[config.mk]
export PLATFORM = sky130hd
export DESIGN_NAME = mem_port_arbiter
export DESIGN_NICKNAME = d
export VERILOG_FILES = /design/src/rtl/mem_port_arbiter.sv
export SDC_FILE = /design/constraint.sdc
export NUM_CORES = 1
export LEC_CHECK = 0
export ABC_AREA = 1
export CELL_PAD_IN_SITES_DETAIL_PLACEMENT = 0
export CELL_PAD_IN_SITES_GLOBAL_PLACEMENT = 2
export CORE_MARGIN = 5
export CORE_UTILIZATION = 22
export CTS_CLUSTER_SIZE = 8
export DETAILED_ROUTE_END_ITERATION = 6
export GPL_TIMING_DRIVEN = 0
export HOLD_SLACK_MARGIN = 0.02
export PLACE_DENSITY_LB_ADDON = 0.3
export SLEW_MARGIN = 20
export SYNTH_ARGS = -nofsm -noshare
export SYNTH_HDL_FRONTEND = slang
export SYNTH_SLANG_ARGS = --single-unit
[constraint.sdc]
create_clock -name clk -period 1.7 [get_ports clk]
set_input_delay 0.17 -clock clk [delete_from_list [all_inputs] [get_ports clk]]
set_output_delay 0.17 -clock clk [all_outputs]
set_load 0.02 [all_outputs]
[src/rtl/mem_port_arbiter.sv]
// rtl/mem_port_arbiter.sv - round-robin arbiter sharing one memory port between fetch and data requesters
module mem_port_arbiter #(
    parameter int AW  = 8,
    parameter int DW  = 32,
    parameter int LAT = 2
) (
    input  logic          clk,
    input  logic          rst,
    input  logic          i_req,
    input  logic [AW-1:0] i_addr,
    output logic          i_ack,
    output logic [DW-1:0] i_rdata,
    input  logic          d_req,
    input  logic          d_we,
    input  logic [AW-1:0] d_addr,
    input  logic [DW-1:0] d_wdata,
    output logic          d_ack,
    output logic [DW-1:0] d_rdata,
    output logic          m_en,
    output logic          m_we,
    output logic [AW-1:0] m_addr,
    output logic [DW-1:0] m_wdata,
    input  logic [DW-1:0] m_rdata,
    output logic          busy
);

    localparam logic [3:0] CNT_INIT = 4'(LAT - 1);

    typedef enum logic [1:0] {IDLE, ACCESS, DONE} state_t;

    state_t     state;
    state_t     state_next;
    logic [3:0] cnt;
    logic       owner;       // 1 = data port, 0 = fetch port
    logic       last_grant;
    logic       grant;
    logic       grant_d;

    always_comb begin
        state_next = state;
        grant      = 1'b0;
        grant_d    = 1'b0;
        case (state)
            IDLE: begin
                if (i_req || d_req) begin
                    grant      = 1'b1;
                    // on a tie the port that did not win last time goes next
                    grant_d    = d_req && (!i_req || !last_grant);
                    state_next = ACCESS;
                end
            end
            ACCESS: begin
                if (cnt == 4'd0) begin
                    state_next = DONE;
                end
            end
            DONE: begin
                state_next = IDLE;
            end
            default: begin
                state_next = IDLE;
            end
        endcase
    end

    always_ff @(posedge clk) begin
        if (rst) begin
            state      <= IDLE;
            cnt        <= 4'd0;
            owner      <= 1'b0;
            last_grant <= 1'b1;
            m_en       <= 1'b0;
            m_we       <= 1'b0;
            m_addr     <= '0;
            m_wdata    <= '0;
            i_ack      <= 1'b0;
            d_ack      <= 1'b0;
            i_rdata    <= '0;
            d_rdata    <= '0;
        end else begin
            state <= state_next;
            i_ack <= 1'b0;
            d_ack <= 1'b0;
            case (state)
                IDLE: begin
                    if (grant) begin
                        owner      <= grant_d;
                        last_grant <= grant_d;
                        m_en       <= 1'b1;
                        m_we       <= grant_d & d_we;
                        m_addr     <= grant_d ? d_addr : i_addr;
                        cnt        <= CNT_INIT;
                        if (grant_d) begin
                            m_wdata <= d_wdata;
                        end
                    end
                end
                ACCESS: begin
                    if (cnt == 4'd0) begin
                        m_en <= 1'b0;
                        m_we <= 1'b0;
                        if (owner) begin
                            d_ack <= 1'b1;
                            if (!m_we) begin
                                d_rdata <= m_rdata;
                            end
                        end else begin
                            i_ack   <= 1'b1;
                            i_rdata <= m_rdata;
                        end
                    end else begin
                        cnt <= cnt - 4'd1;
                    end
                end
                default: begin
                end
            endcase
        end
    end

    assign busy = (state != IDLE);

endmodule

==> results of run 1 <==
## how the worst min path moves through the flow
| stage | start | to | cells after the start | slack (ns) |
|---|---|---|---|---|
| 2_1_floorplan | d_wdata[10] | m_wdata[10] | 2 | 0.30 |
| 3_3_place_gp | m_addr[6] | m_addr[6] | 2 | 0.44 |
| 3_5_place_dp | m_addr[1] | m_addr[1] | 2 | 0.45 |
| 4_1_cts | d_wdata[16] | m_wdata[16] | 3 | 0.32 |
| 5_1_grt | d_wdata[10] | m_wdata[10] | 3 | 0.34 |
| 6_report | d_wdata[16] | m_wdata[16] | 3 | 0.35 |
## timing repair
| item | CTS | global route |
|---|---|---|
| endpoints found under the setup margin | 1 | 18 |
| buffers inserted | 0 | 0 |
| resized for setup | 1 | 11 |
| hold buffers | 0 | 0 |
## flip-flops by register name, summed over array words and instances, names as in the netlist
| register | cells |
|---|---|
| cnt | 4 |
| d_ack | 1 |
| d_rdata | 32 |
| i_ack | 1 |
| i_rdata | 32 |
| last_grant | 1 |
| m_addr | 8 |
| m_en | 1 |
| m_wdata | 32 |
| m_we | 1 |
| owner | 1 |
| state | 2 |
## logic make-up after synthesis
group | count (synthesis)
AO/OA/AOI/OAI | 120
XOR/XNOR | 1
adder cells (fa/ha/maj) | 2
buffers and inverters | 46
flip-flops | 116
AND/OR/NAND/NOR | 249
## layer usage
| layer | track usage, % | vias up |
|---|---|---|
| li1 | - | 2136 |
| met1 | 16.0 | 1834 |
| met2 | 20.5 | 155 |
| met3 | 6.77 | 19 |
| met4 | 4.43 | 0 |
| met5 | 0 | - |
## power breakdown
group | internal, W | switching, W | total (W) | leakage [nW]
Clock | 0.00204 | 0.00129 | 0.00332 | 0.264
Sequential | 0.00303 | 0.000168 | 0.00320 | 0.948
Combinational | 0.000926 | 0.00109 | 0.00201 | 1.47
## layout by cell type, fill, tap and decap left out
cell             instances
buf_4                    1
nand3_1                  5
inv_2                    3
clkinv_2                 7
o21ai_2                  1
xor2_1                   1
inv_1                   11
nor2_1                 209
nor2_4                   2
nand2_4                  1
clkinvlp_4               4
or2_0                    1
clkdlybuf4s50_1        192
dlygate4sd2_1            1
buf_2                   11
bufinv_16                1
o21ai_1                 32
clkbuf_4                 1
nor3_1                   2
ha_1                     2
dfxtp_1                116
clkinv_4                 3
clkbuf_2                 2
nand2_1                 23
nand2_2                  2
clkbuf_8                 1
clkbuf_16               17
a21oi_1                  6
clkbuf_1                10
o21ai_0                 81
nor2_2                   4
buf_6                    6
## stage by stage
step                hold WS, ns  area, um2  worst slack, ns  cells
floorplan                 0.305       4180            0.400    534
global placement          0.444       6400           -0.338    961
detailed placement        0.454       6400           -0.363    961
CTS                       0.321       6960           0.0684    993
global route              0.342       6970         -0.00388    993
finish                    0.347       6970            0.106    993
## final cells by class
cell class / instances / area share (%)
buffer: 30 / 2.60
clock buffer: 19 / 6.36
timing repair buffer: 193 / 27.7
multi-input combinational: 372 / 23.3
sequential: 116 / 33.3
tap: 234 / 4.20
clock inverter: 13 / 1.60
inverter: 16 / 0.898
==> flow_metrics.tcl, run 1 <==
set metrics [dict create \
    ir_drop_mv 0.665 \
    r2r-start "cnt[0]" \
    max_stage_delay_ns 0.66 \
    drv_cap 0 \
    h-tree-depth 4 \
    synthTopCellsByArea "dfxtp_1 (56%), nor2_1 (19%), o21ai_0 (10%)" \
    wirelength_um 14400 \
    top_layer "met4" \
    worstPathArrival_ns 1.42 \
    hpwlAfterDp_um 11100 \
    yosys-top-cells-count "nor2_1 (209), dfxtp_1 (116), o21ai_0 (85), o21ai_1 (28), nand2_1 (23)" \
    crit_path_cell_trace "clkdlybuf4s50_1" \
    multi_input_area_um2 1620 \
    synth_mux_area_share_pct 0 \
    portBuffers 193 \
    insertion_delay_ns 0.41 \
    synth-async-reset-ratio_pct 0 \
    cp_num_cells 1 \
    path_buf_inv 1 \
    ant_nets 0 \
    filler_cell_count 1885 \
    finalCriticalPeriod_ns 1.59 \
    final-hold-violation-count 0 \
    numClockSinks 116 \
    r2r_cells 8 \
    synth_edf_count 0 \
    yosys.area.top_type_share_pct 55.6 \
    status "completed" \
    drc 0 \
    seqCellArea_um2 2320 \
    tightest_slew_ns 0.500 \
    drive_above_1_share_pct 8.83 \
    nNetsFinal 833 \
    wl_met3_um 1590 \
    finalCritPeriodShare_pct 93.8 \
    grt_max_degree 17 \
    synthAdderAreaFrac_pct 0.599 \
    clock_skew_ns 0.00899 \
    crit_required_ns 1.53 \
    rsz0062_at_grt "yes" \
    grt_pass1_vias 4234 \
    finalSetupTns_ns 0 \
    yosysUniqueCellTypes 23 \
    viasPerCell 4.17 \
    fmax_mhz 627 \
    seq_area_frac_synth_pct 55.6 \
    avgSynthCellArea_um2 7.83 \
    startpoint "m_we" \
    dieWidth_um 148 \
    synth-simple-area-share_pct 23.4 \
    cts_buffer_depth 2 \
    path_max_fanout 3 \
    drv_slew 0 \
    dr.first_iter.drc_count 168 \
    yosys.area.top_type "dfxtp_1" \
    die_area_um2 21900 \
    synth_compound_area_share_pct 14.5 \
    p_leak_nw 2.68 \
    cp-endpoint "m_we" \
    crit_slowest_cell "clkdlybuf4s50_1" \
    synth_seq_cells 116 \
    vias 4144 \
    gp_congestion 0.753 \
    syn_inst 534 \
    ff2ff_setup_slack_ns 0.17 \
    core_area_um2 18700 \
    cp-start-kind "register" \
    max_slew_margin_pct 66.7 \
    grt_use_total_pct 13.3 \
    clockRootBuffer "clkbuf_16" \
    synth_warnings 0 \
    numCtsBuffers 17 \
    synth_top_family_by_area "simple AND/OR/NAND/NOR gates" \
    fp.dieH_um 148 \
    wl_per_cell_um 14.5 \
    crit_path_end_kind "output pin" \
    row_count 50 \
    initial_utilization_pct 22.3 \
    worstHoldPathType "in -> reg" \
    final-setup-viol-count 0 \
    p_per_area_nw_per_um2 1230 \
    syn_area_um2 4180 \
    ys.flop_type "dfxtp_1" \
    synth_most_common_cell "nor2_1" \
    wl_met2_um 6300 \
    finish.utilization_pct 37.2 \
    tritoncts "yes" \
    synth_nets 621 \
    crit_family "buffers and inverters" \
    antenna_found_initial 0 \
    synth_xor_area_share_pct 0.210 \
    grt_remaining_overflow 0 \
    syn2layout_area_growth_pct 66.7 \
    r2r-end "d_rdata[17]" \
    total_power_w 0.00854 \
    firstDrtPassIters 4 \
    clk_pin_slew_ns 0.06 \
    grt_first_pass_wirelength_um 22900 \
    worstSetupPathType "reg -> out" \
    antenna_cells 0 \
    ios 194 \
    met1Wirelength_um 6360 \
]
Power figures use the tool's default switching activity.
==> inputs of run 2 (changes only) <==
PLACE_DENSITY = 0.83   (was unset)
PLACE_DENSITY_LB_ADDON = unset   (was 0.3)
SLEW_MARGIN = unset   (was 20)
==> run 2 against run 1 <==
Compared with the run above:
- cell area decreased by 0.22%
- worst hold slack gained 0.0021 ns
- wire length increased by 1.3%
- sequential share of layout area grew 0.072 points
- combinational power about the same
- first-iteration DRC count is 44% lower
- critical path type unchanged
- critical endpoint unchanged
==> flow_metrics.tcl, run 2 (same netlist as run 1, synthesis figures left out) <==
set metrics [dict create \
    antenna_cells 0 \
    p_per_area_nw_per_um2 1230 \
    clock_skew_ns 0.00867 \
    grt_first_pass_wirelength_um 22400 \
    setup_slack_ns 0.131 \
    ff2ff_setup_slack_ns 0.18 \
    gp_congestion 0.728 \
    wirelength_um 14600 \
    wl_per_cell_um 14.8 \
    drv_cap 0 \
    ios 194 \
    hpwlAfterDp_um 11000 \
    fp.dieH_um 148 \
    rsz0062_at_grt "no" \
    crit_family "buffers and inverters" \
    dieWidth_um 148 \
    crit_path_end_kind "output pin" \
    die_area_um2 21900 \
    clk_pin_slew_ns 0.05 \
    placed_cells 961 \
    r2r_cells 8 \
    nNetsFinal 833 \
    portBuffers 193 \
    hold_path_depth 3 \
    final-hold-violation-count 0 \
    post-cts-setup-buffers 0 \
    status "completed" \
    path_max_fanout 3 \
    cp-start-kind "register" \
    ir_drop_mv 0.680 \
    insertion_delay_ns 0.40 \
    top_layer "met4" \
    firstDrtPassIters 4 \
    worstHoldPathType "in -> reg" \
    final_cells 991 \
    tritoncts "yes" \
    grt_remaining_overflow 0 \
    worstSetupPathType "reg -> out" \
    vias 4108 \
    initial_utilization_pct 22.3 \
    top_regs "d_rdata x32, i_rdata x32, m_wdata x32" \
    r2r-end "d_rdata[24]" \
    finalCriticalPeriod_ns 1.57 \
    finalSetupTns_ns 0 \
    met1Wirelength_um 6520 \
    hold_buffers 0 \
    crit_required_ns 1.53 \
    hp-start "d_wdata[17]" \
    drc 0 \
    grt_use_total_pct 13.2 \
    grt_max_degree 17 \
    h-tree-depth 4 \
    syn2layout_area_growth_pct 66.3 \
    max_slew_margin_pct 61.9 \
    tightest_slew_ns 0.572 \
    ctsResizeCount 1 \
    cts_buffer_depth 2 \
    wl_met2_um 6400 \
    grt_pass1_vias 4069 \
    path_buf_inv 1 \
    ant_nets 0 \
    hold_end "m_wdata[17]" \
    pre_cts_slack_ns -0.382 \
    crit_slowest_cell "clkdlybuf4s50_1" \
    dr.first_iter.drc_count 94 \
    drive_above_1_share_pct 7.93 \
    antenna_found_initial 0 \
    wl_met3_um 1670 \
    layout_commonest_cell "nor2_1" \
    numClockSinks 116 \
    layout_common_cells "nor2_1 (209), clkdlybuf4s50_1 (192), dfxtp_1 (116)" \
    p_leak_nw 2.68 \
    finalCritPeriodShare_pct 92.3 \
    row_count 50 \
    worstPathArrival_ns 1.40 \
    fmax_mhz 638 \
    r2r-start "cnt[0]" \
    max_stage_delay_ns 0.62 \
    cp_num_cells 1 \
    final-setup-viol-count 0 \
    viasPerCell 4.15 \
    crit_path_cell_trace "clkdlybuf4s50_1" \
    numCtsBuffers 17 \
    drv_slew 0 \
    core_area_um2 18700 \
    clockRootBuffer "clkbuf_16" \
]
run 2: per-layer routing:
layer,vias up,track usage (%)
li1,2141,-
met1,1817,15.4
met2,146,21.0
met3,4,7.73
met4,0,2.91
met5,-,0
run 2: final cells by class:
| type | count | area [um2] |
|---|---|---|
| clock buffer | 24 | 462 |
| clock inverter | 6 | 80.1 |
| inverter | 16 | 62.6 |
| fill | 1982 | 11800 |
| multi-input combinational | 372 | 1620 |
| buffer | 30 | 179 |
| timing repair buffer | 193 | 1930 |
| tap | 234 | 293 |
| sequential | 116 | 2320 |
run 2: worst max path at each step:
stage / startpoint / endpoint / slack, ns
after floorplan: cnt[0] / i_rdata[16] / 0.40
after global placement: rst / d_rdata[1] / -0.42
after detailed placement: rst / d_rdata[1] / -0.38
after CTS: rst / d_rdata[7] / 0.05
after global routing: cnt[0] / d_rdata[29] / 0.0004
final: m_we / m_we / 0.13
run 2: where the power goes:
group	total, W	leakage (nW)	internal [W]	switching, W
Clock	0.00337	0.268	0.00217	0.00120
Combinational	0.00202	1.47	0.000925	0.00109
Sequential	0.00319	0.948	0.00303	0.000160
Total	0.00857	2.68	0.00612	0.00245
run 2: stage by stage:
stage	utilization [%]	hold slack [ns]	total power [W]	instance area, um2
global placement	34.2	0.449	0.00530	6400
detailed placement	34.2	0.451	0.00529	6400
CTS	37.1	0.327	0.00873	6940
finish	37.2	0.349	0.00857	6950
global route	37.2	0.328	0.00905	6950
floorplan	-	0.305	0.00427	4180
